==> config.mk <==
export PLATFORM = sky130hd
export DESIGN_NAME = int_sched_flat
export DESIGN_NICKNAME = d
export VERILOG_FILES = /design/src/rtl/int_sched_pkg.sv /design/src/rtl/int_sched_if.sv /design/src/rtl/int_sched_epc_stack.sv /design/src/rtl/int_sched.sv /design/src/flat_wrapper.sv
export SDC_FILE = /design/constraint.sdc
export NUM_CORES = 1
export LEC_CHECK = 0
export CORE_MARGIN = 2
export CORE_UTILIZATION = 58
export CTS_CLUSTER_DIAMETER = 30
export DETAILED_ROUTE_END_ITERATION = 8
export GPL_ROUTABILITY_DRIVEN = 0
export PLACE_DENSITY = 0.92
export SLEW_MARGIN = 30
export SYNTH_ARGS = -nofsm -noshare
export SYNTH_HDL_FRONTEND = slang
export SYNTH_SLANG_ARGS = --single-unit
==> constraint.sdc <==
create_clock -name clk -period 4.3 [get_ports clk]
set_input_delay 1.29 -clock clk [delete_from_list [all_inputs] [get_ports clk]]
set_output_delay 1.29 -clock clk [all_outputs]
set_load 0.01 [all_outputs]
==> src/rtl/int_sched_pkg.sv <==
// Shared definitions for the interrupt scheduler: FSM encoding, vector defaults
// and the lowest-set-bit priority helper.
package int_sched_pkg;

  typedef enum logic [0:0] {
    IDLE = 1'b0,
    HOLD = 1'b1
  } sched_state_e;

  localparam logic [31:0] VEC_BASE_DEF  = 32'h0000_2000;
  localparam int          VEC_SHIFT_DEF = 4;

  // Index of the lowest set bit (0 when the vector is empty); lower index = higher priority.
  function automatic logic [4:0] lowest_index(input logic [31:0] v);
    logic [4:0] idx;
    idx = 5'd0;
    for (int i = 31; i >= 0; i--) begin
      if (v[i]) begin
        idx = 5'(i);
      end else begin
        idx = idx;
      end
    end
    return idx;
  endfunction

endpackage

==> src/rtl/int_sched_if.sv <==
// Pipeline-side bundle of the interrupt scheduler: irq/mask inputs, EX-stage
// handshake, next-PC override and status outputs.
interface int_sched_if #(
  parameter int N_IRQ = 3
);
  localparam int DW = $clog2(N_IRQ + 1);

  logic [N_IRQ-1:0] irq;
  logic             mask_we;
  logic [N_IRQ-1:0] mask_wdata;
  logic             accept_ok;
  logic [31:0]      resume_pc;
  logic             eret;
  logic             int_request;
  logic [31:0]      int_next_pc;
  logic             flush;
  logic [N_IRQ-1:0] pending;
  logic [N_IRQ-1:0] in_service;
  logic [DW-1:0]    depth;

  modport master (
    output irq, mask_we, mask_wdata, accept_ok, resume_pc, eret,
    input  int_request, int_next_pc, flush, pending, in_service, depth
  );

  modport slave (
    input  irq, mask_we, mask_wdata, accept_ok, resume_pc, eret,
    output int_request, int_next_pc, flush, pending, in_service, depth
  );

endinterface

==> src/rtl/int_sched_epc_stack.sv <==
// LIFO of resume PCs, one entry per nesting level; push and pop never coincide.
module int_sched_epc_stack #(
  parameter  int DEPTH = 3,
  localparam int CW    = $clog2(DEPTH + 1),
  localparam int IW    = (DEPTH > 1) ? $clog2(DEPTH) : 1
) (
  input  logic          clk,
  input  logic          rst_n,
  input  logic          push,
  input  logic          pop,
  input  logic [31:0]   din,
  output logic [31:0]   top,
  output logic [CW-1:0] count
);
  import int_sched_pkg::*;

  logic [31:0]   mem_r [DEPTH];
  logic [CW-1:0] count_r;
  logic [CW-1:0] top_pos_s;

  // Top-of-stack read, zero when empty.
  always_comb begin
    top_pos_s = count_r - CW'(1);
    if (count_r != '0) begin
      top = mem_r[top_pos_s[IW-1:0]];
    end else begin
      top = 32'd0;
    end
  end

  // Storage and occupancy update.
  always_ff @(posedge clk or negedge rst_n) begin
    if (!rst_n) begin
      count_r <= '0;
      for (int i = 0; i < DEPTH; i++) begin
        mem_r[i] <= 32'd0;
      end
    end else if (push) begin
      mem_r[count_r[IW-1:0]] <= din;
      count_r                <= count_r + CW'(1);
    end else if (pop) begin
      count_r <= count_r - CW'(1);
    end
  end

  assign count = count_r;

endmodule

==> src/rtl/int_sched.sv <==
// Nested priority interrupt scheduler driving the EX-stage next-PC override,
// the IF/ID flush and an EPC stack for ERET.
module int_sched
  import int_sched_pkg::*;
#(
  parameter int          N_IRQ     = 3,
  parameter logic [31:0] VEC_BASE  = VEC_BASE_DEF,
  parameter int          VEC_SHIFT = VEC_SHIFT_DEF
) (
  input logic        clk,
  input logic        rst_n,
  int_sched_if.slave bus
);
  localparam int DW = $clog2(N_IRQ + 1);

  logic [N_IRQ-1:0] sync1_r, sync2_r, prev_r;
  logic [N_IRQ-1:0] pending_r, in_service_r, mask_r;
  sched_state_e     state_r;

  logic [N_IRQ-1:0] edge_s, above_s, eligible_s, win_oh_s, svc_oh_s;
  logic [4:0]       svc_idx_s, win_idx_s;
  logic             eret_fire_s, entry_fire_s;
  logic [31:0]      top_s, next_pc_s;
  logic [DW-1:0]    depth_s;

  // Priority resolution and redirect decision for the current EX cycle.
  always_comb begin
    edge_s    = sync2_r & ~prev_r;
    svc_idx_s = lowest_index(32'(in_service_r));
    for (int i = 0; i < N_IRQ; i++) begin
      above_s[i]  = (in_service_r == '0) || (5'(i) < svc_idx_s);
      svc_oh_s[i] = (5'(i) == svc_idx_s);
    end
    eligible_s = pending_r & mask_r & above_s;
    win_idx_s  = lowest_index(32'(eligible_s));
    for (int i = 0; i < N_IRQ; i++) begin
      win_oh_s[i] = (5'(i) == win_idx_s);
    end
    // ERET outranks entry; an entry seen in the same cycle waits for the next IDLE.
    eret_fire_s  = (state_r == IDLE) && bus.eret && (depth_s != '0);
    entry_fire_s = (state_r == IDLE) && !eret_fire_s && (eligible_s != '0) && bus.accept_ok;
    if (eret_fire_s) begin
      next_pc_s = top_s;
    end else if (entry_fire_s) begin
      next_pc_s = VEC_BASE + (32'(win_idx_s) << VEC_SHIFT);
    end else begin
      next_pc_s = 32'd0;
    end
  end

  // Edge capture, mask, pending/in-service bookkeeping and the IDLE/HOLD FSM.
  always_ff @(posedge clk or negedge rst_n) begin
    if (!rst_n) begin
      sync1_r      <= '0;
      sync2_r      <= '0;
      prev_r       <= '0;
      mask_r       <= '1;
      pending_r    <= '0;
      in_service_r <= '0;
      state_r      <= IDLE;
    end else begin
      sync1_r <= bus.irq;
      sync2_r <= sync1_r;
      prev_r  <= sync2_r;
      mask_r  <= bus.mask_we ? bus.mask_wdata : mask_r;
      // A fresh edge on the winner re-arms it even while it is being taken.
      pending_r <= (pending_r & ~(entry_fire_s ? win_oh_s : '0)) | edge_s;
      case (state_r)
        IDLE: begin
          if (eret_fire_s) begin
            in_service_r <= in_service_r & ~svc_oh_s;
            state_r      <= HOLD;
          end else if (entry_fire_s) begin
            in_service_r <= in_service_r | win_oh_s;
            state_r      <= HOLD;
          end else begin
            state_r <= IDLE;
          end
        end
        HOLD:    state_r <= IDLE;
        default: state_r <= IDLE;
      endcase
    end
  end

  int_sched_epc_stack #(
    .DEPTH (N_IRQ)
  ) u_epc_stack (
    .clk   (clk),
    .rst_n (rst_n),
    .push  (entry_fire_s),
    .pop   (eret_fire_s),
    .din   (bus.resume_pc),
    .top   (top_s),
    .count (depth_s)
  );

  assign bus.int_request = eret_fire_s | entry_fire_s;
  assign bus.flush       = eret_fire_s | entry_fire_s;
  assign bus.int_next_pc = next_pc_s;
  assign bus.pending     = pending_r;
  assign bus.in_service  = in_service_r;
  assign bus.depth       = depth_s;

endmodule

==> src/flat_wrapper.sv <==
// flat-port wrapper written by rule: the top's interface ports become plain ports
module int_sched_flat import int_sched_pkg::*;
#(
  parameter int          N_IRQ     = 3,
  parameter logic [31:0] VEC_BASE  = VEC_BASE_DEF,
  parameter int          VEC_SHIFT = VEC_SHIFT_DEF
)
  (clk, rst_n, bus_irq, bus_mask_we, bus_mask_wdata, bus_accept_ok, bus_resume_pc, bus_eret, bus_int_request, bus_int_next_pc, bus_flush, bus_pending, bus_in_service, bus_depth);
  int_sched_if #(.N_IRQ(N_IRQ)) bus_i ();
  input logic clk;
  input logic rst_n;
  input wire logic [$bits(bus_i.irq)-1:0] bus_irq;
  input wire logic [$bits(bus_i.mask_we)-1:0] bus_mask_we;
  input wire logic [$bits(bus_i.mask_wdata)-1:0] bus_mask_wdata;
  input wire logic [$bits(bus_i.accept_ok)-1:0] bus_accept_ok;
  input wire logic [$bits(bus_i.resume_pc)-1:0] bus_resume_pc;
  input wire logic [$bits(bus_i.eret)-1:0] bus_eret;
  output wire logic [$bits(bus_i.int_request)-1:0] bus_int_request;
  output wire logic [$bits(bus_i.int_next_pc)-1:0] bus_int_next_pc;
  output wire logic [$bits(bus_i.flush)-1:0] bus_flush;
  output wire logic [$bits(bus_i.pending)-1:0] bus_pending;
  output wire logic [$bits(bus_i.in_service)-1:0] bus_in_service;
  output wire logic [$bits(bus_i.depth)-1:0] bus_depth;
  assign bus_i.irq = bus_irq;
  assign bus_i.mask_we = bus_mask_we;
  assign bus_i.mask_wdata = bus_mask_wdata;
  assign bus_i.accept_ok = bus_accept_ok;
  assign bus_i.resume_pc = bus_resume_pc;
  assign bus_i.eret = bus_eret;
  assign bus_int_request = bus_i.int_request;
  assign bus_int_next_pc = bus_i.int_next_pc;
  assign bus_flush = bus_i.flush;
  assign bus_pending = bus_i.pending;
  assign bus_in_service = bus_i.in_service;
  assign bus_depth = bus_i.depth;
  int_sched #(.N_IRQ(N_IRQ), .VEC_BASE(VEC_BASE), .VEC_SHIFT(VEC_SHIFT)) u_core (.clk(clk), .rst_n(rst_n), .bus(bus_i));
endmodule
==> out/results.tsv, run 1 <==
metric	value	unit
grt_pass1_vias	3910	
internal-power	3.734	mW
r2r_start	u_core.u_epc_stack.count[1]$_DFFE_PN0P_	
core.rowCount	35	
totalWireLength	12.31	mm
placed_area	6380	sq um
grt_pass1_wl	19.87	mm
grt_use_total	0.2620	
crit_family	buffers and inverters	
cts_inserted_buffers	17	
maxCapViolations	0	
dp_slack	-0.1272	ns
wl_per_cell	20.52	um
syn_nets	424	
hpwlAfterDp	7.668	mm
synth_area	5390	sq um
fp.dieW	100.4	um
drc	0	
crit_required	3.01	ns
start_util	0.5918	
antennaDiodeCount	0	
startpoint	bus_accept_ok	
die_y	100.4	um
portBuffers	84	
p_seq_frac	0.341	
finalSetupTns	0	ns
min_path_type	reg -> reg	
cp_max_fo	3	
synth_largest_area_cell	dfrtp_1	
firstDrtPassIters	4	
vdd_drop_max	403.0	uV
cp_num_buf_inv	3	
fin_area	6993	sq um
r2r_end	u_core.u_epc_stack.mem_r[37]$_DFFE_PN0P_	
ys_types	32	
antenna_found_initial	0	
fmax	235.7	MHz
start_kind	input port	
drive_gt1_frac	0.3865	
power_density	786.4	nW/um^2
grt_overflow	0	
nNetsFinal	522	
vias	3501	
final.setup_skew	0.01194	ns
cp_num_cells	6	
ys_async_sr_fraction	1.000	
antenna_left	0	
synth-seq-area-share	0.5439	
synth_cells	378	
r2r_slack	1.87	ns
clock_path_buffers	2	
path_clk_slew	0.06	ns
grt_max_degree	71	
period_needed	4.243	ns
p_leak	3.109	nW
worst_path_max_delay_cell	clkdlybuf4s50_1	
cts_sinks	117	
cts_hold_buffers	0	
switching_share	0.3209	
placed_cells	567	
fin_crit_sh	0.9867	
ys_warn_count	0	
synth_edf_count	0	
layoutNonFillerInstCount	600	
relSlewSlack	0.5438	
drtIter0Drc	150	
synth_area_leaders	dfrtp_1 53%, mux2_2 20%, mux2_4 8.4%	
clockRootBuffer	clkbuf_8	
worstSetupEndpoint	bus_flush	
pin_count	85	
worstSkewPairLatency	0.51	ns
slew_viol_final	0	
crit_path_frequent_cell	clkdlybuf4s50_1	
setup_viol	0	
crit_path_end_kind	output pin	
hold_viol_final	0	
cp.arrival	2.95	ns
area_delta_synth_final	29.74	%
critPathKind	in -> out	
power_frac_clock	0.256	
syn_area_per_cell	14.26	sq um
vias_per_cell	5.835	
switching_power	1.765	mW
worst_pin_slew	0.6827	ns
synth_top_area_frac	0.5292	
cp_cell_sequence	clkdlybuf4s50_1 > nor3b_4 > buf_4 > o311ai_4 > nand2_2 > clkdlybuf4s50_1	
pwr-share-comb	0.403	
r2r_cells	9	
dieArea	10080	sq um
ys_ff_latch	117	
grt_setup_unrepaired	false	
status	finished, final reports clean	
cts_tree	built	
setup_ws	0.05723	ns
max_stage_delay	0.55	ns
synth-main-ff-cell	dfrtp_1	
h-tree-depth	4	
core_area	9109	sq um
-- cell families after synthesis --
group                    after synthesis  synth area share
buffers and inverters                 32           0.03552
AND/OR/NAND/NOR                       47           0.04225
XOR/XNOR                               1          0.001625
adder cells (fa/ha/maj)                3          0.006965
multiplexers                         131            0.2946
flip-flops                           117            0.5439
AO/OA/AOI/OAI                         47           0.07521
-- per-stage QoR --
stage	hold WS, ns	power (mW)	utilization
6_report	0.3427	5.499	0.7677
4_1_cts	0.3421	5.528	0.7668
3_3_place_gp	0.3352	3.934	0.6975
2_1_floorplan	0.3312	3.269	-
3_5_place_dp	0.3355	4.065	0.7004
5_1_grt	0.3474	5.774	0.7677
-- worst min-delay path by stage --
stage	startpoint	depth (start not counted)	endpoint	slack, ns
after floorplan	u_core.sync1_r[0]$_DFF_PN0_	0	u_core.sync2_r[0]$_DFF_PN0_	0.33
after global placement	u_core.sync1_r[2]$_DFF_PN0_	0	u_core.sync2_r[2]$_DFF_PN0_	0.34
after detailed placement	u_core.sync1_r[1]$_DFF_PN0_	0	u_core.sync2_r[1]$_DFF_PN0_	0.34
after CTS	u_core.sync1_r[1]$_DFF_PN0_	0	u_core.sync2_r[1]$_DFF_PN0_	0.34
after global routing	u_core.sync1_r[1]$_DFF_PN0_	0	u_core.sync2_r[1]$_DFF_PN0_	0.35
final	u_core.sync1_r[1]$_DFF_PN0_	0	u_core.sync2_r[1]$_DFF_PN0_	0.34
-- routing by layer --
metal | part of all wire | global-route usage | vias to the layer above
li1 | - | - | 1564
met1 | 0.43 | 0.3274 | 1829
met2 | 0.52 | 0.4321 | 94
met3 | 0.037 | 0.06546 | 14
met4 | 0.013 | 0.1180 | 0
met5 | 0 | 0 | -
-- synth_stat cells (2+ instances only) --
cell,number
a22o_1,2
a22oi_1,32
a31oi_1,2
buf_6,9
clkbuf_1,14
dfrtp_1,114
dfstp_2,3
ha_1,3
inv_1,8
mux2_1,4
mux2_2,97
mux2_4,30
nand2_1,5
nor2_1,33
o21ai_0,3
o311ai_4,3
-- placed cells by master, fill, tap and decap left out, drive strengths merged, types with 3 or more instances in the layout --
cell and instances:
mux2 131, dfrtp 114, clkdlybuf4s50 81, nor2 34
a22oi 32, clkbuf 23, buf 20, inv 8
nand2 5, clkinv 4, o311ai 3, o21ai 3
ha 3, bufinv 3, dfstp 3
-- cell type report --
class                   instances  area, sq um
flip-flops and latches        117         2932
multi-input cells             229         2278
fillers                       557         2116
repair buffers                103         1022
clock buffers                  23        466.7
well taps                     111        138.9
clock inverters                 9        125.1
inverters                       8        30.03
-- flip-flops by register name (all words and copies together) (netlist names) --
register and flops:
u_core.u_epc_stack.mem_r 96, u_core.sync1_r 3, u_core.prev_r 3, u_core.bus.pending 3, u_core.u_epc_stack.count 2, u_core.sync2_r 3, u_core.state_r 1, u_core.mask_r 3
u_core.bus.in_service 3
-- power by group through the flow --
stage | combinational [mW] | sequential [mW] | clock (mW)
2_1_floorplan | 1.48 | 1.79 | 0
3_3_place_gp | 2.12 | 1.82 | 0
3_5_place_dp | 2.20 | 1.87 | 0
4_1_cts | 2.23 | 1.87 | 1.43
5_1_grt | 2.38 | 1.93 | 1.47
6_report | 2.21 | 1.88 | 1.41
-- timing repair --
| action | CTS | global route |
|---|---|---|
| setup buffers | 1 | 0 |
| endpoints found under the setup margin | 2 | 3 |
| resized for setup | 2 | 2 |
| endpoints found under the hold margin | 0 | 0 |
No activity file was read; power rests on OpenSTA's default activity.
==> run 2: changes to the inputs <==
--- a/config.mk
+++ b/config.mk
@@ -6,11 +6,12 @@
 export NUM_CORES = 1
 export LEC_CHECK = 0
 export CORE_MARGIN = 2
-export CORE_UTILIZATION = 58
+export CORE_UTILIZATION = 45
 export CTS_CLUSTER_DIAMETER = 30
 export DETAILED_ROUTE_END_ITERATION = 8
 export GPL_ROUTABILITY_DRIVEN = 0
-export PLACE_DENSITY = 0.92
+export PLACE_DENSITY = 0.76
+export SKIP_CTS_REPAIR_TIMING = 1
 export SLEW_MARGIN = 30
 export SYNTH_ARGS = -nofsm -noshare
 export SYNTH_HDL_FRONTEND = slang
==> out/results.tsv, run 2 (synthesized netlist as in run 1, its figures left out) <==
metric	value	unit	change
fin_crit_sh	0.9818		-0.004916
h-tree-depth	4		unchanged
finalSetupTns	0	ns	unchanged
utilization	0.6048		-0.1629
worstSkewPairLatency	0.41	ns	-0.10 ns
relSlewSlack	0.4209		-0.1228
power_density	768.0	nW/um^2	-2.3%
worst_pin_slew	0.8665	ns	+0.1838 ns
drive_gt1_frac	0.3868		about the same
critPathKind	in -> out		
fin_area	6994	sq um	about the same
fmax	236.9	MHz	+0.50%
grt_overflow	0		unchanged
start_util	0.4661		-0.1257
r2r_end	u_core.u_epc_stack.mem_r[60]$_DFFE_PN0P_		
cp.arrival	2.93	ns	-0.02 ns
r2r_start	u_core.u_epc_stack.count[1]$_DFFE_PN0P_		
min_to	u_core.sync2_r[1]$_DFF_PN0_		
placed_area	6431	sq um	+0.80%
cts_sinks	117		unchanged
r2r_cells	8		-1
core_area	11560	sq um	+27%
cp_max_fo	3		unchanged
vdd_drop_max	464.4	uV	+15%
grt_use_total	0.1936		-0.06835
timing.hold.ws	0.3523	ns	+0.009638 ns
clock_path_buffers	2		unchanged
nNetsFinal	521		-0.19%
area_delta_synth_final	29.76	%	about the same
pin_count	85		unchanged
start_kind	input port		
min_path_type	reg -> reg		
wl_per_cell	19.01	um	-7.4%
vias	3457		-1.3%
grt_pass1_vias	3730		-4.6%
drtIter0Drc	215		+43%
dieArea	12870	sq um	+28%
core.rowCount	39		+11%
mostFrequentLayoutCells	113 x dfrtp_1, 97 x mux2_2, 81 x clkdlybuf4s50_1		
final.setup_skew	0.005661	ns	-0.006275 ns
cts_inserted_buffers	17		unchanged
grt_setup_unrepaired	false		
antenna_left	0		unchanged
period_needed	4.222	ns	-0.02114 ns
largest_reg_flops	96		unchanged
regMostFlops	u_core.u_epc_stack.mem_r		
hpwlAfterDp	7.412	mm	-3.3%
clockRootBuffer	clkbuf_16		
antenna_found_initial	0		unchanged
drc	0		unchanged
setup_viol	0		unchanged
status	finished, final reports clean		
hold_start	u_core.sync1_r[1]$_DFF_PN0_		
cts_tree	built		
slew_viol_final	0		unchanged
path_clk_slew	0.05	ns	about the same
crit_required	3.01	ns	about the same
grt_max_degree	61		-14%
hold_viol_final	0		unchanged
p_leak	3.112	nW	+0.11%
vias_per_cell	5.496		-5.8%
totalWireLength	11.96	mm	-2.9%
maxCapViolations	0		unchanged
r2r_slack	1.88	ns	about the same
grt_pass1_wl	18.89	mm	-5.0%
mostFrequentLayoutCell	dfrtp_1		
die_y	113.4	um	+13%
finalPower	5.372	mW	-2.3%
crit_path_end_kind	output pin		
fp.dieW	113.4	um	+13%
antennaDiodeCount	0		unchanged
firstDrtPassIters	4		unchanged
portBuffers	84		unchanged
hold_depth	0		unchanged
-- run 2: critical path: stages --
cell,delay [ns]
clkdlybuf4s50_1,0.47
nor3b_2,0.19
buf_4,0.15
o311ai_4,0.10
nand2_1,0.16
clkdlybuf4s50_1,0.57
-- run 2: layout make-up --
type | instances | area, sq um
clock inverter | 3 | 15.01
multi-input combinational | 229 | 2275
tap | 143 | 178.9
fill | 907 | 4571
timing repair buffer | 102 | 1020
clock buffer | 27 | 543.0
inverter | 8 | 30.03
sequential | 117 | 2933
-- run 2: per-stage QoR --
stage	cells	setup slack [ns]
2_1_floorplan	378	0.9105
3_3_place_gp	598	0.0004454
3_5_place_dp	599	-0.01923
4_1_cts	629	-0.02521
5_1_grt	629	0.005697
6_report	629	0.07837
-- run 2: power breakdown --
part | leakage, nW | internal [mW] | switching (mW)
Clock | 0.281 | 0.849 | 0.464
Sequential | 1.44 | 1.59 | 0.271
Combinational | 1.40 | 1.23 | 0.968
-- run 2: metal layers --
metal	vias to the layer above	routed length, um	global-route usage
met5	-	0	0
met4	0	125	0.06098
met3	14	533	0.06217
met2	92	5793	0.3146
met1	1792	5502	0.2489
li1	1559	-	-
-- run 2: worst max-delay path by stage --
stage,end,startpoint,cells after the start,slack (ns)
after floorplan,bus_int_next_pc[5],bus_accept_ok,4,0.91
after global placement,bus_int_next_pc[5],bus_accept_ok,6,0.0004
after detailed placement,bus_int_next_pc[5],bus_accept_ok,6,-0.02
after CTS,bus_int_next_pc[5],bus_accept_ok,6,-0.03
after global routing,bus_int_request,bus_accept_ok,6,0.006
final,bus_int_request,bus_accept_ok,6,0.08
==> run 3: changes to the inputs <==
--- a/config.mk
+++ b/config.mk
@@ -6,11 +6,11 @@
 export NUM_CORES = 1
 export LEC_CHECK = 0
 export CORE_MARGIN = 2
-export CORE_UTILIZATION = 45
+export CORE_UTILIZATION = 40
 export CTS_CLUSTER_DIAMETER = 30
 export DETAILED_ROUTE_END_ITERATION = 8
 export GPL_ROUTABILITY_DRIVEN = 0
-export PLACE_DENSITY = 0.76
+export PLACE_DENSITY = 0.69
 export SKIP_CTS_REPAIR_TIMING = 1
 export SLEW_MARGIN = 30
 export SYNTH_ARGS = -nofsm -noshare
==> out/results.tsv, run 3 (synthesized netlist as in run 1, its figures left out) <==
metric	value	unit	change
grt_pass1_vias	3786		+1.5%
crit_path_end_kind	output pin		
core_area	13190	sq um	+14%
use_met1	0.2386		-0.01030
vias_per_cell	5.185		-5.7%
slew_viol_final	0		unchanged
relSlewSlack	0.4330		+0.01211
vdd_drop_max	365.0	uV	-21%
pin_count	85		unchanged
grt_setup_unrepaired	false		
portBuffers	84		unchanged
start_util	0.4087		-0.05743
fp.dieW	120.1	um	+5.9%
firstDrtPassIters	5		+1
mostFrequentLayoutCells	113 x dfrtp_1, 97 x mux2_2, 80 x clkdlybuf4s50_1		
num-fill-cells	1124		+24%
dp_slack	0.01698	ns	+0.03621 ns
final.setup_skew	0.01150	ns	+0.005836 ns
cts_tree	built		
drtIter0Drc	216		+0.47%
setup_ws	0.05928	ns	-0.01909 ns
grt_max_degree	75		+23%
grt_pass1_wl	19.84	mm	+5.0%
grt_use_total	0.1801		-0.01353
cp.arrival	2.95	ns	+0.02 ns
antenna_left	0		unchanged
antenna_found_initial	0		unchanged
antennaDiodeCount	0		unchanged
worst_pin_slew	0.8484	ns	-0.01812 ns
power_density	763.2	nW/um^2	-0.62%
max_stage_delay	0.57	ns	about the same
busiest_layer	met2		
h-tree-depth	4		unchanged
hold_viol_final	0		unchanged
core.rowCount	42		+7.7%
mostFrequentLayoutCell	dfrtp_1		
worstSkewPairLatency	0.42	ns	about the same
grt_overflow	0		unchanged
fin_crit_sh	0.9862		+0.004439
clock_path_buffers	2		unchanged
crit_path_frequent_cell	clkdlybuf4s50_1		
cts_inserted_buffers	17		unchanged
cp_max_fo	17		+14
largest_reg_flops	96		unchanged
fmax	235.8	MHz	-0.45%
maxCapViolations	0		unchanged
cts_sinks	117		unchanged
status	finished, final reports clean		
nNetsFinal	523		+0.38%
drive_gt1_frac	0.3857		-0.001117
hpwlAfterDp	7.678	mm	+3.6%
die_y	120.1	um	+5.9%
p_leak	3.131	nW	+0.59%
dieArea	14420	sq um	+12%
start_kind	input port		
grtUsageMet2	0.2827		-0.03190
totalWireLength	12.07	mm	+0.96%
cp_cell_sequence	clkdlybuf4s50_1 > nand3_2 > buf_6 > nor2_1 > clkdlybuf4s50_1		
regMostFlops	u_core.u_epc_stack.mem_r		
area_delta_synth_final	30.97	%	
critPathKind	in -> out		
worst_path_max_delay_cell	clkdlybuf4s50_1		
crit_required	3.01	ns	about the same
path_clk_slew	0.05	ns	about the same
vias	3453		-0.12%
wl_per_cell	18.12	um	-4.6%
drc	0		unchanged
setup_viol	0		unchanged
period_needed	4.241	ns	+0.01909 ns
min_path_type	reg -> reg		
gr-usage-met3	0.05418		-0.007985
clockRootBuffer	clkbuf_16		
finalSetupTns	0	ns	unchanged
## run 3: cell types whose count changed in the layout (fill, tap and decap cells not counted), sizes merged
cell	delta
buf	+2
bufinv	+1
clkbuf	+1
clkdlybuf4s50	-1
dlymetal6s2s	+1
## run 3: layer usage
metal,share of wire,vias to the layer above
met4,0.0088,0
met3,0.051,9
met2,0.47,90
li1,-,1564
met5,0,-
met1,0.47,1790
## run 3: final timing paths
check                                                             start                                  endpoint  slack, ns  depth (start not counted)
min in group asynchronous                                         rst_n  u_core.u_epc_stack.mem_r[93]$_DFFE_PN0P_       0.89                          1
worst max register to register  u_core.u_epc_stack.count[1]$_DFFE_PN0P_  u_core.u_epc_stack.mem_r[62]$_DFFE_PN0P_       1.85                          8
max in group asynchronous                                         rst_n              u_core.mask_r[2]$_DFFE_PN1P_       2.59                          2
worst min register to register              u_core.sync1_r[0]$_DFF_PN0_               u_core.sync2_r[0]$_DFF_PN0_       0.35                          0
worst max-delay path                                           bus_eret                        bus_int_next_pc[7]       0.06                          5
worst min-delay path                        u_core.sync1_r[0]$_DFF_PN0_               u_core.sync2_r[0]$_DFF_PN0_       0.35                          0
## run 3: where the power goes
part	internal, mW	leakage [nW]	switching [mW]
clock network	0.868	0.278	0.473
registers	1.59	1.44	0.257
logic	1.23	1.42	0.976
total	3.68	3.13	1.71
## run 3: layout make-up
cell class | count | area, sq um | share of cell area
Clock buffer | 28 | 516.7 | 0.07320
Clock inverter | 4 | 45.04 | 0.006381
Inverter | 8 | 30.03 | 0.004254
Multi-Input combinational cell | 229 | 2282 | 0.3233
Sequential cell | 117 | 2933 | 0.4155
Tap cell | 176 | 220.2 | 0.03119
Timing Repair Buffer | 104 | 1032 | 0.1462
## run 3: worst max-delay path: cells and delay by family
family | cells | cell delay (ns)
buf+inv | 3 | 1.29
simple gates | 2 | 0.37
## run 3: per-stage QoR
stage               power, mW  hold slack, ns    util  area [sq um]  instances
finish                  5.388          0.3519  0.5352          7059        666
global placement        3.996          0.3323  0.4904          6469        633
global route            5.709          0.3588  0.5352          7059        666
detailed placement      4.068          0.3427  0.4913          6480        634
floorplan               3.269          0.3312       -          5390        378
CTS                     5.444          0.3540  0.5339          7042        666
